[src/rtl/mc_ctrl_fsm.sv]
// Multi-cycle MIPS control sequencer: steps each instruction through IF/ID/EX/MEM/WB.
// Optional MEM wait states on MemReady are enabled by defining MC_CTRL_WAIT_EN.
//
//   state | meaning
//   ------+-----------------------------------------------
//   IF    | fetch: load IR, PC <= PC+4
//   ID    | decode; j completes here, illegal pulses here
//   EX    | ALU operation; beq completes here
//   MEM   | data-memory read (lw) or write (sw)
//   WB    | register-file write back
module mc_ctrl_fsm (
    input  logic        Clk,
    input  logic        Reset,
    input  logic [5:0]  opcode,
    input  logic [5:0]  funct,
    input  logic        Zero,
    input  logic        MemReady,
    output logic        PCWr,
    output logic [1:0]  PCSrc,
    output logic        IRWr,
    output logic        RegWr,
    output logic        RegDst,
    output logic        MemtoReg,
    output logic        ExtOp,
    output logic        ALUSrc,
    output logic [2:0]  ALUctr,
    output logic        MemRd,
    output logic        MemWr,
    output logic        Illegal,
    output logic        InstrDone,
    output logic [2:0]  State,
    output logic [31:0] InstrCnt
);

    typedef enum logic [2:0] {
        S_IF  = 3'd0,
        S_ID  = 3'd1,
        S_EX  = 3'd2,
        S_MEM = 3'd3,
        S_WB  = 3'd4
    } state_t;

    localparam logic [5:0] OP_RTYPE = 6'b000000;
    localparam logic [5:0] OP_ORI   = 6'b001101;
    localparam logic [5:0] OP_LUI   = 6'b001111;
    localparam logic [5:0] OP_LW    = 6'b100011;
    localparam logic [5:0] OP_SW    = 6'b101011;
    localparam logic [5:0] OP_BEQ   = 6'b000100;
    localparam logic [5:0] OP_J     = 6'b000010;

    localparam logic [5:0] FN_ADDU  = 6'b100001;
    localparam logic [5:0] FN_SUBU  = 6'b100011;
    localparam logic [5:0] FN_SLT   = 6'b101010;

    localparam logic [2:0] ALU_ADDU = 3'b000;
    localparam logic [2:0] ALU_SUBU = 3'b001;
    localparam logic [2:0] ALU_OR   = 3'b010;
    localparam logic [2:0] ALU_SLT  = 3'b011;
    localparam logic [2:0] ALU_LUI  = 3'b100;

    state_t      state, state_nxt;
    logic        is_rtype, is_ori, is_lui, is_lw, is_sw, is_beq, is_j, is_legal;
    logic [2:0]  alu_r;
    logic [2:0]  ex_alu_ctr;
    logic        ex_alu_src;
    logic        mem_go;

    always_comb begin
        is_rtype = 1'b0;
        alu_r    = ALU_ADDU;
        if (opcode == OP_RTYPE) begin
            case (funct)
                FN_ADDU: begin is_rtype = 1'b1; alu_r = ALU_ADDU; end
                FN_SUBU: begin is_rtype = 1'b1; alu_r = ALU_SUBU; end
                FN_SLT:  begin is_rtype = 1'b1; alu_r = ALU_SLT;  end
                default: begin is_rtype = 1'b0; alu_r = ALU_ADDU; end
            endcase
        end
    end

    assign is_ori   = (opcode == OP_ORI);
    assign is_lui   = (opcode == OP_LUI);
    assign is_lw    = (opcode == OP_LW);
    assign is_sw    = (opcode == OP_SW);
    assign is_beq   = (opcode == OP_BEQ);
    assign is_j     = (opcode == OP_J);
    assign is_legal = is_rtype | is_ori | is_lui | is_lw | is_sw | is_beq | is_j;

    // ALU setup is shared by EX and WB so ALUOut's inputs stay put during write back.
    always_comb begin
        ex_alu_ctr = ALU_ADDU;
        ex_alu_src = 1'b0;
        if (is_rtype) begin
            ex_alu_ctr = alu_r;
            ex_alu_src = 1'b0;
        end else if (is_ori) begin
            ex_alu_ctr = ALU_OR;
            ex_alu_src = 1'b1;
        end else if (is_lui) begin
            ex_alu_ctr = ALU_LUI;
            ex_alu_src = 1'b1;
        end else if (is_lw || is_sw) begin
            ex_alu_ctr = ALU_ADDU;
            ex_alu_src = 1'b1;
        end else if (is_beq) begin
            ex_alu_ctr = ALU_SUBU;
            ex_alu_src = 1'b0;
        end
    end

`ifdef MC_CTRL_WAIT_EN
    assign mem_go = MemReady;
`else
    logic unused_mem_ready;
    assign unused_mem_ready = MemReady;
    assign mem_go           = 1'b1;
`endif

    always_ff @(posedge Clk or posedge Reset) begin
        if (Reset) begin
            state <= S_IF;
        end else begin
            state <= state_nxt;
        end
    end

    always_ff @(posedge Clk or posedge Reset) begin
        if (Reset) begin
            InstrCnt <= 32'd0;
        end else if (InstrDone) begin
            InstrCnt <= InstrCnt + 32'd1;
        end
    end

    always_comb begin
        state_nxt = S_IF;
        case (state)
            S_IF:  state_nxt = S_ID;
            S_ID:  state_nxt = (is_j || !is_legal) ? S_IF : S_EX;
            S_EX: begin
                if (is_lw || is_sw) state_nxt = S_MEM;
                else if (is_beq)    state_nxt = S_IF;
                else                state_nxt = S_WB;
            end
            S_MEM: begin
                if (!mem_go)    state_nxt = S_MEM;
                else if (is_lw) state_nxt = S_WB;
                else            state_nxt = S_IF;
            end
            S_WB:    state_nxt = S_IF;
            default: state_nxt = S_IF;
        endcase
    end

    always_comb begin
        PCWr      = 1'b0;
        PCSrc     = 2'b00;
        IRWr      = 1'b0;
        RegWr     = 1'b0;
        RegDst    = 1'b0;
        MemtoReg  = 1'b0;
        ExtOp     = 1'b0;
        ALUSrc    = 1'b0;
        ALUctr    = 3'b000;
        MemRd     = 1'b0;
        MemWr     = 1'b0;
        Illegal   = 1'b0;
        InstrDone = 1'b0;
        case (state)
            S_IF: begin
                IRWr = 1'b1;
                PCWr = 1'b1;
            end
            S_ID: begin
                if (!is_legal) begin
                    Illegal = 1'b1;
                end else if (is_j) begin
                    PCWr      = 1'b1;
                    PCSrc     = 2'b10;
                    InstrDone = 1'b1;
                end
            end
            S_EX: begin
                ALUctr = ex_alu_ctr;
                ALUSrc = ex_alu_src;
                ExtOp  = is_lw | is_sw | is_beq;
                if (is_beq) begin
                    PCSrc     = 2'b01;
                    PCWr      = Zero;
                    InstrDone = 1'b1;
                end
            end
            S_MEM: begin
                MemRd     = is_lw;
                MemWr     = is_sw;
                InstrDone = is_sw & mem_go;
            end
            S_WB: begin
                RegWr     = 1'b1;
                InstrDone = 1'b1;
                MemtoReg  = is_lw;
                RegDst    = is_rtype;
                ALUctr    = ex_alu_ctr;
                ALUSrc    = ex_alu_src;
            end
            default: ;
        endcase
        // Reset kills every strobe at once so an aborted instruction leaves no partial write.
        if (Reset) begin
            PCWr      = 1'b0;
            IRWr      = 1'b0;
            RegWr     = 1'b0;
            MemRd     = 1'b0;
            MemWr     = 1'b0;
            Illegal   = 1'b0;
            InstrDone = 1'b0;
        end
    end

    assign State = state;

endmodule
[config.mk]
export PLATFORM = sky130hd
export DESIGN_NAME = mc_ctrl_fsm
export DESIGN_NICKNAME = d
export VERILOG_FILES = /design/src/rtl/mc_ctrl_fsm.sv
export SDC_FILE = /design/constraint.sdc
export NUM_CORES = 1
export LEC_CHECK = 0
export CAP_MARGIN = 25
export CORE_ASPECT_RATIO = 1.25
export CORE_MARGIN = 4
export CORE_UTILIZATION = 25
export CTS_BUF_LIST = sky130_fd_sc_hd__clkbuf_2
export CTS_CLUSTER_DIAMETER = 200
export DETAILED_ROUTE_END_ITERATION = 12
export SLEW_MARGIN = 20
export SYNTH_ARGS = -nofsm -noshare
export SYNTH_HDL_FRONTEND = slang
export SYNTH_SLANG_ARGS = --single-unit
[constraint.sdc]
create_clock -name Clk -period 3.2 [get_ports Clk]
set_clock_uncertainty 0.2 [all_clocks]
set_input_delay 0.64 -clock Clk [delete_from_list [all_inputs] [get_ports Clk]]
set_output_delay 0.64 -clock Clk [all_outputs]
set_load 0.01 [all_outputs]
==> results.json <==
{
  "yosys_warnings": 0,
  "cts_buffer_depth": 2,
  "vias": 1831,
  "synth.most_common_cell": "dfrtp_1",
  "finalMaxSlewViolations": 0,
  "die_h_um": 106,
  "die-area_sq_mm": 0.00922,
  "synth_common_cells": "35 x dfrtp_1, 28 x xnor2_1, 17 x nand3_1, 15 x nand2_1",
  "syn_inst": 197,
  "finalInstanceArea_sq_mm": 0.00297,
  "whs_ns": 0.290,
  "hold_start": "InstrCnt[31]$_DFFE_PP0P_",
  "startpoint_type": "input port",
  "worst_ep_required_time_ns": 2.36,
  "syn_area_per_cell_sq_um": 9.83,
  "antenna_found_initial": 0,
  "ant_nets": 0,
  "synthToLayoutAreaGrowth_pct": 53.3,
  "die_w_um": 86.7,
  "synth_async_sr_flop_share": 1.00,
  "r2r-end": "InstrCnt[29]$_DFFE_PP0P_",
  "yosysUniqueCellTypes": 46,
  "grt_pass1_wl_um": 9180,
  "end_kind": "output port",
  "power_density_mw_per_mm2": 328,
  "maxSlewHeadroom": 0.702,
  "r2r_slack_ns": 0.66,
  "boundaryPins": 67,
  "initial_core_util": 0.260,
  "drt_iter0_drc": 46,
  "synth-seq-cells": 35,
  "cts-buffers-inserted": 5,
  "reg2reg_depth": 7,
  "grt_overflow_total": 0,
  "routed_wirelength_um": 5610,
  "worst_pin_slew_ns": 0.448,
  "place_area_sq_mm": 0.00285,
  "layout.nets": 305,
  "synth_top_cell_area_share": 0.452,
  "core_sq_mm": 0.00744,
  "hold_violations": 0,
  "wire_per_inst_um": 14.7,
  "ir_worst_vdd_uv": 191,
  "r2r-start": "State[1]$_DFF_PP0_",
  "cts_tree": "built",
  "place_hpwl_um": 4020,
  "place_inst": 371,
  "critical_path_arrival_ns": 2.27,
  "fmax_ghz": 0.321,
  "netlist_area_sq_mm": 0.00194,
  "antennaDiodeCount": 0,
  "cts.sinks": 35,
  "viasPerCell": 4.81,
  "p_leak_nw": 1.31,
  "hold_depth": 1,
  "holdPathEnd": "InstrCnt[31]$_DFFE_PP0P_",
  "first_pass_iters": 4,
  "hold_buffers": 0,
  "ys.flop_type": "dfrtp_1",
  "fin_util": 0.398,
  "cap_violations": 0,
  "grt_pass1_vias": 1918,
  "seq_area_frac_synth": 0.452,
  "syn-num-nets": 214,
  "remaining_drc_errors": 0,
  "critPathMaxFanout": 6,
  "drive_gt1_frac": 0.176,
  "globalplace.congestion": 0.833,
  "synth_top_cell_by_area": "dfrtp_1",
  "grt_max_degree": 36,
  "layout.cells.non_filler": 381,
  "fin_setup_tns_ns": 0,
  "port_buffers": 65,
  "hold_class": "flip-flop to flip-flop",
  "fp-row-count": 35,
  "fin_crit_sh": 0.973,
  "yosys-top-cells-area": "dfrtp_1 45%, xnor2_1 13%, nand3_1 4.4%",
  "path_clk_slew_ns": 0.18,
  "synth_edf_count": 0,
  "cts_max_level": 2,
  "status": "finished clean",
  "grt_use_total": 0.123,
  "ctsRootBufferMaster": "clkbuf_2",
  "period_needed_ns": 3.11,
  "clk_latency_ns": 0.37,
  "rsz0062_at_grt": "false",
  "finalSetupViolCount": 0,
  "crit_type": "input port to output port"
}
[where the power goes]
group	switching (mW)	internal (mW)	leakage [nW]
Combinational	0.136	0.141	0.806
Clock	0.145	0.0527	0.0281
Sequential	0.0317	0.466	0.479
[state kept, by name (all words and copies together) (netlist names)]
name      count
InstrCnt     32
State         3
[metal layers]
layer,GRT usage,up-vias,routed length (um)
li1,-,890,-
met5,0,-,0
met1,0.161,864,2580
met3,0.0256,12,367
met2,0.199,65,2540
met4,0.0445,0,116
[placed cells by master (no fill, tap or decap), types with 4 or more instances in the layout]
master and instances:
inv_1 4, nand3_1 17, clkdlybuf4s50_1 46, dlygate4sd2_1 13, a21oi_1 4, xnor2_1 28, nand4_1 9, and3_1 13
nand2_1 15, nor2_1 13, clkbuf_2 6, dfrtp_1 35, buf_4 24
[metrics by stage]
stage / power [mW] / setup WS, ns
2_1_floorplan: 0.621 / 0.406
3_3_place_gp: 0.775 / -0.446
3_5_place_dp: 0.779 / -0.480
4_1_cts: 0.985 / 0.00218
5_1_grt: 1.04 / 0.0293
6_report: 0.973 / 0.0870
[worst max-delay path by stage]
stage,cells past startpoint,slack [ns],startpoint,end
after floorplan,6,0.41,opcode[4],InstrDone
after CTS,8,0.002,opcode[2],Illegal
after detailed placement,6,-0.48,opcode[4],ALUctr[0]
after global routing,6,0.03,opcode[4],ALUctr[0]
after global placement,6,-0.45,opcode[4],ALUctr[0]
final,7,0.09,opcode[1],PCWr
[layout make-up]
type | count | area, sq um
Timing Repair Buffer | 91 | 840
Tap cell | 92 | 115
Fill cell | 771 | 4480
Clock buffer | 6 | 30.0
Sequential cell | 35 | 876
Clock inverter | 2 | 7.51
Multi-Input combinational cell | 150 | 1080
Inverter | 5 | 18.8
[critical path, cell delays in order]
cell and delay [ns]:
clkdlybuf4s50_1 0.52, buf_4 0.20, nand3_1 0.12, buf_4 0.17, o22a_1 0.18, nor3_1 0.15, dlygate4sd2_1 0.29
[logic make-up (layout without fill, tap and decap cells)]
logic type / after synthesis / in the layout / synth area share
AO/OA/AOI/OAI: 18 / 18 / 0.0750
flip-flops: 35 / 35 / 0.452
adder cells (fa/ha/maj): 1 / 1 / 0.00646
XOR/XNOR: 31 / 31 / 0.140
AND/OR/NAND/NOR: 100 / 100 / 0.292
buffers and inverters: 12 / 104 / 0.0336
[timing repair]
item,CTS,global route
pin swaps,6,3
gates resized for setup,34,11
cloned,0,0
endpoints found under the setup margin,14,8
buffers inserted,1,1
Note: power is estimated with default switching activity, not from simulation.
